--- src/rtl/pipeline_pkg.sv ---
// Shared widths, helpers and entry layout for the pipeline scoreboard.
// Entry state is tracked per stage from EXE (index 0) through WB.
package pipeline_pkg;

    localparam int DEF_REG_ADDR_W = 4;
    localparam int DEF_NUM_SRC    = 3;

    // Forwarding-select width for a given number of tracked stages.
    function automatic int sel_width(input int depth);
        return (depth <= 1) ? 1 : $clog2(depth);
    endfunction

    // Layout of one tracked entry at the default widths. The scoreboard keeps
    // the same fields per stage; src and src_used only matter in stage 0.
    typedef struct packed {
        logic                                          valid;
        logic                                          wb_en;
        logic                                          mem_r_en;
        logic [DEF_REG_ADDR_W-1:0]                     dest;
        logic [DEF_NUM_SRC-1:0][DEF_REG_ADDR_W-1:0]    src;
        logic [DEF_NUM_SRC-1:0]                        src_used;
    } sb_entry_t;

endpackage

--- src/rtl/pipeline_scoreboard_if.sv ---
// ID-stage request and scoreboard response bundle for pipeline_scoreboard.
// The master side is the pipeline control; the slave side is the scoreboard.
interface pipeline_scoreboard_if
    import pipeline_pkg::*;
#(
    parameter int REG_ADDR_W = DEF_REG_ADDR_W,
    parameter int NUM_SRC    = DEF_NUM_SRC,
    parameter int DEPTH      = 3
);
    localparam int SEL_W = sel_width(DEPTH);

    logic                            forwarding_en;
    logic                            freeze;
    logic                            flush;
    logic                            id_valid;
    logic                            id_wb_en;
    logic                            id_mem_r_en;
    logic [REG_ADDR_W-1:0]           id_dest;
    logic [NUM_SRC*REG_ADDR_W-1:0]   id_src;
    logic [NUM_SRC-1:0]              id_src_used;
    logic                            hazard;
    logic [NUM_SRC*SEL_W-1:0]        fwd_sel;
    logic [DEPTH-1:0]                stage_valid;

    modport master (
        output forwarding_en, freeze, flush, id_valid, id_wb_en, id_mem_r_en,
               id_dest, id_src, id_src_used,
        input  hazard, fwd_sel, stage_valid
    );

    modport slave (
        input  forwarding_en, freeze, flush, id_valid, id_wb_en, id_mem_r_en,
               id_dest, id_src, id_src_used,
        output hazard, fwd_sel, stage_valid
    );

endinterface

--- src/rtl/sb_match.sv ---
// Compares one source register index against every tracked stage.
// Purely combinational; produces any-producer and load-producer match vectors.
module sb_match #(
    parameter int REG_ADDR_W = 4,
    parameter int DEPTH      = 3
) (
    input  logic [REG_ADDR_W-1:0]             src,
    input  logic                              src_used,
    input  logic [DEPTH-1:0]                  valid,
    input  logic [DEPTH-1:0]                  wb_en,
    input  logic [DEPTH-1:0]                  mem_r_en,
    input  logic [DEPTH-1:0][REG_ADDR_W-1:0]  dest,
    output logic [DEPTH-1:0]                  match,
    output logic [DEPTH-1:0]                  load_match
);

    // Per-stage producer match; register 0 gets no special treatment
    always_comb begin
        match      = {DEPTH{1'b0}};
        load_match = {DEPTH{1'b0}};
        for (int i = 0; i < DEPTH; i++) begin
            match[i]      = valid[i] & wb_en[i] & src_used & (dest[i] == src);
            load_match[i] = match[i] & mem_r_en[i];
        end
    end

endmodule

--- src/rtl/pipeline_scoreboard.sv ---
// In-flight destination tracker for the core pipeline: ID-stage stall and
// EXE-stage forwarding selects, with configurable depth and load latency.
module pipeline_scoreboard
    import pipeline_pkg::*;
#(
    parameter int REG_ADDR_W = DEF_REG_ADDR_W,
    parameter int NUM_SRC    = DEF_NUM_SRC,
    parameter int DEPTH      = 3,
    parameter int LOAD_LAT   = 1
) (
    input  logic                  clk,
    input  logic                  rst,
    pipeline_scoreboard_if.slave  sb
);

    localparam int SEL_W = sel_width(DEPTH);

    // WB writes the register file before ID reads, so the last stage never stalls.
    localparam logic [DEPTH-1:0] STALL_MASK = {1'b0, {(DEPTH-1){1'b1}}};
    localparam logic [DEPTH-1:0] LOAD_MASK  = DEPTH'((64'd1 << LOAD_LAT) - 64'd1);
    localparam logic [DEPTH-1:0] LOAD_BLOCK = DEPTH'((64'd1 << (LOAD_LAT + 1)) - 64'd1);
    localparam logic [DEPTH-1:0] FWD_STAGES = {{(DEPTH-1){1'b1}}, 1'b0};

    logic [DEPTH-1:0]                   valid_r;
    logic [DEPTH-1:0]                   wb_en_r;
    logic [DEPTH-1:0]                   mem_r_en_r;
    logic [DEPTH-1:0][REG_ADDR_W-1:0]   dest_r;
    logic [NUM_SRC-1:0][REG_ADDR_W-1:0] src_r;
    logic [NUM_SRC-1:0]                 src_used_r;

    logic [DEPTH-1:0]          hz_match_s  [NUM_SRC];
    logic [DEPTH-1:0]          hz_load_s   [NUM_SRC];
    logic [DEPTH-1:0]          fw_match_s  [NUM_SRC];
    logic [DEPTH-1:0]          fw_load_s   [NUM_SRC];
    logic [DEPTH-1:0]          fwd_cand_s  [NUM_SRC];
    logic                      hazard_s;
    logic                      accept_s;
    logic [NUM_SRC*SEL_W-1:0]  fwd_sel_s;

    for (genvar s = 0; s < NUM_SRC; s++) begin : g_src
        sb_match #(
            .REG_ADDR_W (REG_ADDR_W),
            .DEPTH      (DEPTH)
        ) u_hz_match (
            .src        (sb.id_src[s*REG_ADDR_W +: REG_ADDR_W]),
            .src_used   (sb.id_src_used[s]),
            .valid      (valid_r),
            .wb_en      (wb_en_r),
            .mem_r_en   (mem_r_en_r),
            .dest       (dest_r),
            .match      (hz_match_s[s]),
            .load_match (hz_load_s[s])
        );

        sb_match #(
            .REG_ADDR_W (REG_ADDR_W),
            .DEPTH      (DEPTH)
        ) u_fwd_match (
            .src        (src_r[s]),
            .src_used   (src_used_r[s] & valid_r[0]),
            .valid      (valid_r),
            .wb_en      (wb_en_r),
            .mem_r_en   (mem_r_en_r),
            .dest       (dest_r),
            .match      (fw_match_s[s]),
            .load_match (fw_load_s[s])
        );

        // A load is not forwardable until it has spent LOAD_LAT stages past MEM entry.
        assign fwd_cand_s[s] = fw_match_s[s] & FWD_STAGES & ~(fw_load_s[s] & LOAD_BLOCK);
    end

    // ID-stage stall: any producer before WB without forwarding, only young loads with it
    always_comb begin
        hazard_s = 1'b0;
        for (int s = 0; s < NUM_SRC; s++) begin
            if (sb.forwarding_en) begin
                hazard_s = hazard_s | (|(hz_load_s[s] & LOAD_MASK));
            end else begin
                hazard_s = hazard_s | (|(hz_match_s[s] & STALL_MASK));
            end
        end
        hazard_s = hazard_s & sb.id_valid;
    end

    // EXE forwarding select: the lowest matching stage is the youngest producer
    always_comb begin
        fwd_sel_s = {(NUM_SRC*SEL_W){1'b0}};
        if (sb.forwarding_en) begin
            for (int s = 0; s < NUM_SRC; s++) begin
                for (int k = DEPTH - 1; k >= 1; k--) begin
                    fwd_sel_s[s*SEL_W +: SEL_W] = fwd_cand_s[s][k] ? SEL_W'(k)
                                                                   : fwd_sel_s[s*SEL_W +: SEL_W];
                end
            end
        end else begin
            fwd_sel_s = {(NUM_SRC*SEL_W){1'b0}};
        end
    end

    assign accept_s = sb.id_valid & ~hazard_s & ~sb.flush;

    // Entry shift register; a frozen pipeline holds every stage
    always_ff @(posedge clk or posedge rst) begin
        if (rst) begin
            valid_r    <= {DEPTH{1'b0}};
            wb_en_r    <= {DEPTH{1'b0}};
            mem_r_en_r <= {DEPTH{1'b0}};
            dest_r     <= {(DEPTH*REG_ADDR_W){1'b0}};
            src_r      <= {(NUM_SRC*REG_ADDR_W){1'b0}};
            src_used_r <= {NUM_SRC{1'b0}};
        end else if (!sb.freeze) begin
            valid_r    <= {valid_r[DEPTH-2:0], accept_s};
            wb_en_r    <= {wb_en_r[DEPTH-2:0], accept_s & sb.id_wb_en};
            mem_r_en_r <= {mem_r_en_r[DEPTH-2:0], accept_s & sb.id_mem_r_en};
            dest_r     <= {dest_r[DEPTH-2:0],
                           accept_s ? sb.id_dest : {REG_ADDR_W{1'b0}}};
            src_r      <= accept_s ? sb.id_src : {(NUM_SRC*REG_ADDR_W){1'b0}};
            src_used_r <= accept_s ? sb.id_src_used : {NUM_SRC{1'b0}};
        end
    end

    assign sb.hazard      = hazard_s;
    assign sb.fwd_sel     = fwd_sel_s;
    assign sb.stage_valid = valid_r;

endmodule
--- src/flat_wrapper.sv ---
// flat-port wrapper written by rule: the top's interface ports become plain ports
module pipeline_scoreboard_flat import pipeline_pkg::*;
#(
    parameter int REG_ADDR_W = DEF_REG_ADDR_W,
    parameter int NUM_SRC    = DEF_NUM_SRC,
    parameter int DEPTH      = 3,
    parameter int LOAD_LAT   = 1
)
  (clk, rst, sb_forwarding_en, sb_freeze, sb_flush, sb_id_valid, sb_id_wb_en, sb_id_mem_r_en, sb_id_dest, sb_id_src, sb_id_src_used, sb_hazard, sb_fwd_sel, sb_stage_valid);
  pipeline_scoreboard_if #(.REG_ADDR_W(REG_ADDR_W), .NUM_SRC(NUM_SRC), .DEPTH(DEPTH)) sb_i ();
  input  logic clk;
  input  logic rst;
  input wire logic [$bits(sb_i.forwarding_en)-1:0] sb_forwarding_en;
  input wire logic [$bits(sb_i.freeze)-1:0] sb_freeze;
  input wire logic [$bits(sb_i.flush)-1:0] sb_flush;
  input wire logic [$bits(sb_i.id_valid)-1:0] sb_id_valid;
  input wire logic [$bits(sb_i.id_wb_en)-1:0] sb_id_wb_en;
  input wire logic [$bits(sb_i.id_mem_r_en)-1:0] sb_id_mem_r_en;
  input wire logic [$bits(sb_i.id_dest)-1:0] sb_id_dest;
  input wire logic [$bits(sb_i.id_src)-1:0] sb_id_src;
  input wire logic [$bits(sb_i.id_src_used)-1:0] sb_id_src_used;
  output wire logic [$bits(sb_i.hazard)-1:0] sb_hazard;
  output wire logic [$bits(sb_i.fwd_sel)-1:0] sb_fwd_sel;
  output wire logic [$bits(sb_i.stage_valid)-1:0] sb_stage_valid;
  assign sb_i.forwarding_en = sb_forwarding_en;
  assign sb_i.freeze = sb_freeze;
  assign sb_i.flush = sb_flush;
  assign sb_i.id_valid = sb_id_valid;
  assign sb_i.id_wb_en = sb_id_wb_en;
  assign sb_i.id_mem_r_en = sb_id_mem_r_en;
  assign sb_i.id_dest = sb_id_dest;
  assign sb_i.id_src = sb_id_src;
  assign sb_i.id_src_used = sb_id_src_used;
  assign sb_hazard = sb_i.hazard;
  assign sb_fwd_sel = sb_i.fwd_sel;
  assign sb_stage_valid = sb_i.stage_valid;
  pipeline_scoreboard #(.REG_ADDR_W(REG_ADDR_W), .NUM_SRC(NUM_SRC), .DEPTH(DEPTH), .LOAD_LAT(LOAD_LAT)) u_core (.clk(clk), .rst(rst), .sb(sb_i));
endmodule
--- config.mk ---
export PLATFORM = sky130hd
export DESIGN_NAME = pipeline_scoreboard_flat
export DESIGN_NICKNAME = d
export VERILOG_FILES = /design/src/rtl/pipeline_pkg.sv /design/src/rtl/pipeline_scoreboard_if.sv /design/src/rtl/sb_match.sv /design/src/rtl/pipeline_scoreboard.sv /design/src/flat_wrapper.sv
export SDC_FILE = /design/constraint.sdc
export NUM_CORES = 1
export LEC_CHECK = 0
export ABC_CLOCK_PERIOD_IN_PS = 5000
export CAP_MARGIN = 20
export CORE_ASPECT_RATIO = 1.4
export CORE_MARGIN = 3
export CORE_UTILIZATION = 40
export CTS_CLUSTER_SIZE = 12
export DETAILED_ROUTE_END_ITERATION = 16
export GPL_ROUTABILITY_DRIVEN = 0
export RECOVER_POWER = 25
export SKIP_CTS_REPAIR_TIMING = 1
export SLEW_MARGIN = 10
export SYNTH_ARGS = -nofsm -noshare
export SYNTH_HDL_FRONTEND = slang
export SYNTH_SLANG_ARGS = --single-unit
--- constraint.sdc ---
create_clock -name clk -period 5 [get_ports clk]
set_input_delay 1 -clock clk [delete_from_list [all_inputs] [get_ports clk]]
set_output_delay 1 -clock clk [all_outputs]
set_load 0.01 [all_outputs]
== Yosys cells after proc, flatten, opt, wreduce, memory -nomap -nowiden ==
Cells that the tools add are included.
Widths: inputs -> output; s select.
Operators by class
  multiplexer cells: 13
  reduce and logical (&&, ||, !) cells: 3
  eq/ne operators: 15
  bitwise logic cells: 62
Operators with widths (count)
  $eq 4x4->1: 15
  $and 1x1->1: 50
  $mux 12: 1
  $mux 2: 6
  $and 3x3->3: 3
  $not 2->3: 3
  $mux 6: 1
  $reduce_or 2->1: 3
  $mux 4: 1
  $or 1x1->1: 4
  $mux 1: 3
  $mux 3: 1
  $not 1->1: 2
Storage, ports and cells
  input port bits: 27
  bits in registers: 35
  output and inout port bits: 10

== Longest topological paths before layout ==
Gate-level depths: netlist of run 1.
  depth after elaboration: 14
  mapped depth: 7
  gate-level depth less buffers: 5

== By module ==
Synthesis of run 1 repeated with hierarchy kept, for this count alone.
Second synthesis, totals
  cell total of the unflattened synthesis: 309
  area, all modules: 2802.7 um^2
Modules (own cells, without submodules)
  pipeline_scoreboard: seq. area each 900.9 um^2, area each 1654.1 um^2, cells each 147, times used 1
  sb_match: seq. area each 0.0 um^2, area each 191.4 um^2, cells each 27, times used 6

== Worst setup path after synthesis of run 1 ==
Ideal clock, no wire load.
  path type: input to output
  start point: input sb_forwarding_en
  end point: output sb_hazard
  setup slack: 2051 ps
  buffers on the path: 0
  stages: 5
  data required time: 4000 ps
  arrival: 1949 ps
  path through: inv_1 > o211ai_1 > nor3_1 > or3_4 > o21a_1
On the way
  cells in the longest elaborated chain, start to end: 6
RTL lines
  from (decl): RTL line flat_wrapper.sv:13  | input wire logic [$bits(sb_i.forwarding_en)-1:0] sb_forwarding_en;
  $mux 1: RTL line pipeline_scoreboard.sv:77  | if (sb.forwarding_en) begin
  $or 1x1->1, on equally long branches: RTL line pipeline_scoreboard.sv:80, pipeline_scoreboard.sv:78
  $mux 1: RTL line pipeline_scoreboard.sv:77
  $or 1x1->1, on equally long branches: RTL line pipeline_scoreboard.sv:80, pipeline_scoreboard.sv:78
  $mux 1 (*): RTL line pipeline_scoreboard.sv:77
  $and 1x1->1 (*): RTL line pipeline_scoreboard.sv:83  | hazard_s = hazard_s & sb.id_valid;
  to (decl): RTL line flat_wrapper.sv:22  | output wire logic [$bits(sb_i.hazard)-1:0] sb_hazard;
Mark *: on every way between the ends. The rest lies on a longest branch, timed or not.

== Worst setup path in the final report of run 1 ==
Ends and elaborated chain as after synthesis.

==> results.toml, run 1 <==
[clock_tree]
clock_sinks = 35
cts_buffer_depth = 2
path_clk_slew_ns = 0.07
clock_latency_ns = 0.29
cts.root.buffer_cell = "clkbuf_8"
cts_buffers = 5
cts_tree = "done"
htree_levels = 2

[pwr]
vdd_drop_max_v = 0.000145
power_leakage_nw = 1.13
p_per_area_mw_per_mm2 = 252

[sta]
fmax_mhz = 232
tns_ns = 0
slew-limit-headroom = -0.261
finalSetupViolations = 0
finalWorstSetupSlack_ns = 0.693
fin_worst_skew_ns = 0.00185
tightest_slew_ns = 1.89
finalCriticalPeriod_ns = 4.31
grt_setup_unrepaired = "no"
slew_viol_final = 36
period_share = 0.861
finalHoldViolations = 0

[synth]
yosys_warnings = 0
synth-seq-area-share = 0.411
async_flop_share = 1.00
syn_inst = 219
synth_edf_count = 0
ys_ff_latch = 35
postSynthNetCount = 246
avgSynthCellArea_um2 = 9.74
synthesis.area_mm2 = 0.00213
synth.distinct_cells = 29
synth-main-ff-cell = "dfrtp_1"

[placed_design]
portBuffers = 36
place_ws_ns = 0.714
dpl.hpwl_mm = 3.67

[global_route]
use_met3 = 0.0352
antenna_found_initial = 0
grt_pass1_vias = 1727
use_met2 = 0.301
grt_pass1_wl_mm = 8.69
grt_overflow = 0
grt_max_degree = 37
grt_usage = 0.186
busiest_layer = "met2"
met1_usage = 0.238

[worst_setup_path]
cp-end-kind = "output port"
cp_common_cell = "clkdlybuf4s50_1"
path_cells = "clkdlybuf4s50_1 > inv_1 > o211ai_1 > nor3_1 > or3_4 > o21a_1 > clkdlybuf4s50_1"
critPathLaunchType = "primary input"
worst_path_dominant_cell_family = "buffers and inverters"
path_max_fanout = 23
critPathRequiredTime_ns = 4.00
worst_path_max_delay_cell = "clkdlybuf4s50_1"
slowest_delay_ns = 0.57
crit_arrival_ns = 3.31
r2r_setup_slack_ns = 3.20
critPathKind = "primary input to output port"
path_buf_inv = 3

[routing]
drc = 0
ant_nets = 0
routed_via_density = 5.33
first_pass_iters = 7
vias = 1673
wire_per_inst_um = 16.3
wl_mm = 5.11
drt_iter0_markers = 52

[status]
status = "finished, violations left"
violations = "max-capacitance violations, max-slew violations"

[die]
die-height_um = 92.4
fp.coreArea_mm2 = 0.00499
io_pins = 37
rows = 30
chipWidth_um = 67.7
dieArea_mm2 = 0.00626
start_util = 0.427

[flow_run]
drv_cap = 1

[layout]
drive_above_1_share = 0.152
area_growth_pct = 21.9
layout_common_cells = "clkdlybuf4s50_1, dfrtp_1, xnor2_1, nand2_1, nand3_1"
antennaDiodeCount = 0
layout.nets = 277

[hold_path]
hp-class = "flop to flop"
-- Yosys cell counts, types with 3 or more instances --
cell type	count	area share
xnor2_1	28	0.11
inv_1	4	0.0070
o21ai_1	7	0.016
mux2_2	13	0.069
nor2_1	3	0.0053
nand2_1	26	0.046
o21ai_2	13	0.053
buf_4	4	0.014
dfrtp_1	35	0.41
nor4_1	6	0.018
xor2_1	20	0.082
and3_1	3	0.0088
and2_1	3	0.0088
clkbuf_1	8	0.014
nand3_1	23	0.054
nand4_1	7	0.021
-- logic make-up after synthesis --
logic type                Yosys count  synth area share
and+or+nand+nor                    77             0.182
xor gates and xnor gates           48             0.197
DFF                                35             0.411
AOI/OAI and AO/OA                  26            0.0909
buffers and inverters              20            0.0504
muxes                              13            0.0686
-- report_power, final --
group	leakage [nW]	internal, mW	switching [mW]
Combinational	0.614	0.0660	0.0468
Clock	0.0470	0.108	0.101
Sequential	0.471	0.303	0.0317
-- per-layer routing --
layer  vias to the layer above  wire length [um]
met2                        39              2600
met3                        11               190
met5                         -                 0
li1                        811                 -
met4                         0               126
met1                       812              2200
-- per-stage QoR --
stage / total power, mW / instance area [um^2] / hold slack [ns] / instances / utilization
final: 0.656 / 2600 / 0.515 / 314 / 0.521
after floorplan: 0.406 / 2130 / 0.465 / 219 / -
after detailed placement: 0.454 / 2520 / 0.501 / 307 / 0.504
after global routing: 0.692 / 2600 / 0.550 / 314 / 0.521
after global placement: 0.453 / 2520 / 0.492 / 307 / 0.504
after CTS: 0.663 / 2600 / 0.517 / 314 / 0.522
-- flip-flops by register name (all words and copies together) (netlist names) --
| register | cells |
|---|---|
| u_core.src_used_r | 3 |
| u_core.dest_r | 12 |
| u_core.sb.stage_valid | 3 |
| u_core.src_r | 12 |
| u_core.mem_r_en_r | 2 |
| u_core.wb_en_r | 3 |
-- worst paths after layout --
kind	end	cells after the start	from
min in group asynchronous	u_core.sb.stage_valid[0]	3	rst
max in group asynchronous	u_core.dest_r[7]	3	rst
max	sb_hazard	7	sb_forwarding_en
min	u_core.wb_en_r[2]	1	u_core.wb_en_r[2]
min reg2reg	u_core.wb_en_r[2]	1	u_core.wb_en_r[2]
max reg2reg	u_core.src_used_r[1]	5	u_core.dest_r[4]
-- cell type report --
class,instances,area [um^2]
Inverter,4,15.0
Tap cell,64,80.1
Multi-Input combinational cell,164,1150
Fill cell,498,2390
Clock inverter,1,5.00
Timing Repair Buffer,40,387
Sequential cell,35,876
Clock buffer,6,82.6
No activity file was read; power rests on OpenSTA's default activity.
==> run 2, diff against run 1 <==
--- a/config.mk
+++ b/config.mk
@@ -7,3 +7,3 @@
 export LEC_CHECK = 0
-export ABC_CLOCK_PERIOD_IN_PS = 5000
+export ABC_CLOCK_PERIOD_IN_PS = 5200
 export CAP_MARGIN = 20
==> constraint.sdc (replaced) <==
create_clock -name clk -period 5.2 [get_ports clk]
set_input_delay 1.04 -clock clk [delete_from_list [all_inputs] [get_ports clk]]
set_output_delay 1.04 -clock clk [all_outputs]
set_load 0.005 [all_outputs]
==> run 2 against run 1 <==
  * The run still ends with max-capacitance violations, max-slew violations left
  * Critical endpoint unchanged
  * Critical path type unchanged
  * Largest power group unchanged
  * Global-route usage decreased by 0.10 points
  * Sequential share of layout area decreased by 0.38 points
  * Worst hold slack got worse by 0.0039 ns
==> results.toml, run 2 (same netlist as run 1, synthesis figures left out) <==
[sta]
period_share = 0.829
grt_setup_unrepaired = "no"
finalHoldViolations = 0
tns_ns = 0
fin_worst_skew_ns = 0.00815
fmax_mhz = 232
slew-limit-headroom = -0.276
slew_viol_final = 36
tightest_slew_ns = 1.91
finalCriticalPeriod_ns = 4.31
finalWorstSetupSlack_ns = 0.892
finalSetupViolations = 0

[die]
die-height_um = 92.4
fp.coreArea_mm2 = 0.00499
rows = 30
start_util = 0.427
io_pins = 37
chipWidth_um = 67.7
dieArea_mm2 = 0.00626

[routing]
drt_iter0_markers = 88
routed_via_density = 5.34
drc = 0
first_pass_iters = 4
ant_nets = 0
wl_mm = 5.22
wire_per_inst_um = 16.6
vias = 1681

[hold_path]
hold_depth = 1
worstHoldStart = "u_core.wb_en_r[2]"
min_to = "u_core.wb_en_r[2]"
hp-class = "flop to flop"

[worst_setup_path]
cp-end-kind = "output port"
path_max_fanout = 23
r2r_setup_slack_ns = 3.33
ff2ff_path_depth = 5
crit_arrival_ns = 3.27
r2r_start = "u_core.dest_r[5]"
critPathKind = "primary input to output port"
critPathRequiredTime_ns = 4.16
critPathLaunchType = "primary input"
r2r_end = "u_core.src_used_r[1]"

[pwr]
p_clk_frac = 0.372
p_per_area_mw_per_mm2 = 260
power_uw = 684
switching_power_uw = 175
combPwrFrac = 0.157
pwr-share-seq = 0.470
power.internal_uw = 509
power_leakage_nw = 1.15
switching_share = 0.256
vdd_drop_max_v = 0.000157

[layout]
layout_common_cells = "clkdlybuf4s50_1, dfrtp_1, xnor2_1, nand2_1, nand3_1"
final_util = 0.527
drive_above_1_share = 0.155
area_growth_pct = 23.3
layout.nets = 277
antennaDiodeCount = 0
top_regs = "u_core.dest_r: 12 flops, u_core.src_r: 12 flops"

[clock_tree]
cts.root.buffer_cell = "clkbuf_8"
htree_levels = 2
clock_sinks = 35
clock_latency_ns = 0.29
path_clk_slew_ns = 0.07
cts_buffer_depth = 2
cts_buffers = 5
cts_tree = "done"

[status]
status = "finished, violations left"
violations = "max-capacitance violations, max-slew violations"

[placed_design]
dpl.hpwl_mm = 3.71
portBuffers = 36
place_ws_ns = 0.872

[global_route]
grt_pass1_wl_mm = 8.65
grt_pass1_vias = 1736
grt_usage = 0.185
grt_overflow = 0
grt_max_degree = 37
antenna_found_initial = 0

[flow_run]
drv_cap = 1
==> run 2: cell types whose count changed in the layout (fill, tap and decap cells not counted) <==
cell       delta
bufinv_16     +1
==> run 2: worst max path at each step <==
stage / from / end
6_report: sb_forwarding_en / sb_hazard
5_1_grt: sb_forwarding_en / sb_hazard
4_1_cts: sb_forwarding_en / sb_hazard
3_5_place_dp: sb_forwarding_en / sb_hazard
3_3_place_gp: sb_forwarding_en / sb_hazard
2_1_floorplan: sb_forwarding_en / sb_hazard
==> run 2: area by class of cell <==
cell class,count,area [um^2]
Timing Repair Buffer,40,387
Inverter,4,15.0
Clock buffer,6,82.6
Clock inverter,2,35.0
Multi-Input combinational cell,164,1150
Tap cell,64,80.1
Sequential cell,35,876
Fill cell,481,2360
==> run 2: per-layer routing <==
| layer | up-vias | track usage | share of wire |
|---|---|---|---|
| li1 | 812 | - | - |
| met1 | 813 | 0.224 | 0.42 |
| met2 | 47 | 0.314 | 0.51 |
| met3 | 9 | 0.0364 | 0.041 |
| met4 | 0 | 0.0694 | 0.022 |
| met5 | - | 0 | 0 |
==> run 2: per-stage QoR <==
| stage | area [um^2] | cells | hold WS [ns] |
|---|---|---|---|
| 3_3_place_gp | 2520 | 307 | 0.493 |
| 6_report | 2630 | 315 | 0.511 |
| 4_1_cts | 2630 | 315 | 0.515 |
| 2_1_floorplan | 2130 | 219 | 0.465 |
| 3_5_place_dp | 2520 | 307 | 0.499 |
| 5_1_grt | 2630 | 315 | 0.550 |
==> run 2: power by group through the flow <==
stage,logic (mW),registers (mW),clock network (mW)
CTS,0.110,0.322,0.261
global route,0.120,0.325,0.275
detailed placement,0.109,0.327,0
global placement,0.108,0.327,0
finish,0.108,0.322,0.255
floorplan,0.0784,0.311,0
==> run 2: worst max-delay path: stages <==
cell and delay [ns]:
clkdlybuf4s50_1 0.56, inv_1 0.06, o211ai_1 0.27, nor3_1 0.09, or3_4 0.56, o21a_1 0.24, clkdlybuf4s50_1 0.44
==> run 3, diff against run 2 <==
Settings changed: ABC_CLOCK_PERIOD_IN_PS 5200 to 4210.
Clock period 5.2 ns to 4.21 ns, I/O delays scaled along.
==> run 3 against run 2 <==
  * The run still ends with max-capacitance violations, max-slew violations left
  * Clock-buffer cell count stayed put
  * Register-to-register slack worse by 1.1 ns
  * Critical path depth stayed put
  * Sequential share of layout area is 0.29 points higher
  * Largest cell class unchanged
==> results.toml, run 3 (same netlist as run 1, synthesis figures left out) <==
[placed_design]
dpl.cell_count = 308
portBuffers = 36
placed_area_mm2 = 0.00252
dpl.hpwl_mm = 3.77
place_ws_ns = 0.489

[global_route]
grt_max_degree = 36
grt_overflow = 0
antenna_found_initial = 0
grt_pass1_wl_mm = 8.43
grt_usage = 0.183
grt_pass1_vias = 1708

[worst_setup_path]
worst_path_max_delay_cell = "clkdlybuf4s50_1"
r2r_start = "u_core.dest_r[4]"
path_max_fanout = 6
cp_common_cell = "clkdlybuf4s50_1"
path_cells = "clkdlybuf4s50_1 > inv_1 > o211ai_1 > nor3_1 > or3_4 > o21a_1 > clkdlybuf4s50_1"
cp-end-kind = "output port"
critPathRequiredTime_ns = 3.37
critPathKind = "primary input to output port"
critPathLaunchType = "primary input"
crit_start = "sb_forwarding_en"
slowest_delay_ns = 0.57
crit_arrival_ns = 2.89

[layout]
stdcell_count = 315
area_growth_pct = 22.2
top_regs = "u_core.dest_r: 12 flops, u_core.src_r: 12 flops"
final_util = 0.522
antennaDiodeCount = 0
layout.nets = 278
layout.area.seq_um2 = 876
nFillCells = 477
finalInstanceArea_mm2 = 0.00261
drive_above_1_share = 0.155
multi_input_area_mm2 = 0.00115
layout_common_cells = "clkdlybuf4s50_1, dfrtp_1, xnor2_1, nand2_1, nand3_1"

[status]
violations = "max-capacitance violations, max-slew violations"
status = "finished, violations left"

[pwr]
pwr-share-seq = 0.510
switching_power_uw = 212
power.internal_uw = 566
power_leakage_nw = 1.14
vdd_drop_max_v = 0.000161
p_per_area_mw_per_mm2 = 298
power_uw = 778
combPwrFrac = 0.170
p_clk_frac = 0.320
switching_share = 0.273

[sta]
hold_ws_ns = 0.511
slew-limit-headroom = -0.271
finalWorstSetupSlack_ns = 0.473
finalHoldViolations = 0
grt_setup_unrepaired = "no"
slew_viol_final = 36
period_share = 0.888
finalCriticalPeriod_ns = 3.74
finalSetupViolations = 0
tightest_slew_ns = 1.91
fin_worst_skew_ns = 0.00848
tns_ns = 0
fmax_mhz = 268

[die]
start_util = 0.427
io_pins = 37
chipWidth_um = 67.7
fp.coreArea_mm2 = 0.00499
rows = 30
die-height_um = 92.4
dieArea_mm2 = 0.00626

[routing]
drt_iter0_markers = 70
vias = 1683
routed_via_density = 5.34
ant_nets = 0
wire_per_inst_um = 16.5
drc = 0
wl_mm = 5.21
first_pass_iters = 4

[clock_tree]
htree_levels = 2
path_clk_slew_ns = 0.06
clock_sinks = 35
cts_buffer_depth = 2
clock_latency_ns = 0.29
cts_buffers = 5
cts.root.buffer_cell = "clkbuf_8"
cts_tree = "done"

[hold_path]
hp-class = "flop to flop"
worstHoldStart = "u_core.src_used_r[1]"

[flow_run]
drv_cap = 1
run 3: cell types whose count changed in the layout (fill, tap and decap cells not counted), sizes merged:
cell | before | now
buf | 3 | 4
bufinv | 1 | 0
run 3: final timing paths:
path	slack [ns]	endpoint	depth (start not counted)
hold / removal	0.51	u_core.src_used_r[1]	2
setup / recovery	0.47	sb_hazard	7
setup reg to reg	2.27	u_core.src_used_r[1]	6
hold reg to reg	0.51	u_core.src_used_r[1]	2
max in group asynchronous	1.43	u_core.dest_r[6]	3
min in group asynchronous	1.68	u_core.src_r[2]	3
run 3: per-layer routing:
| metal | routed length (um) | track usage | part of all wire | up-vias |
|---|---|---|---|---|
| li1 | - | - | - | 814 |
| met2 | 2660 | 0.294 | 0.51 | 47 |
| met1 | 2190 | 0.227 | 0.42 | 815 |
| met3 | 249 | 0.0388 | 0.048 | 7 |
| met5 | 0 | 0 | 0 | - |
| met4 | 106 | 0.0846 | 0.020 | 0 |
run 3: final cells by class:
| type | instances | share of cell area |
|---|---|---|
| Multi-Input combinational cell | 164 | 0.443 |
| Clock inverter | 1 | 0.00192 |
| Tap cell | 64 | 0.0307 |
| Timing Repair Buffer | 41 | 0.151 |
| Clock buffer | 6 | 0.0317 |
| Sequential cell | 35 | 0.336 |
| Inverter | 4 | 0.00576 |
run 3: critical path: cells and delay by family:
family                 cells  cell delay, ns
buffers and inverters      3            1.07
AND/OR/NAND/NOR            2            0.51
AO/OA/AOI/OAI              2            0.49
run 3: power by group through the flow:
stage	Clock, mW	Combinational, mW	Sequential, mW
final	0.249	0.132	0.397
after global routing	0.269	0.146	0.401
after CTS	0.255	0.135	0.397
after detailed placement	0	0.135	0.403
after global placement	0	0.133	0.403
after floorplan	0	0.0968	0.384
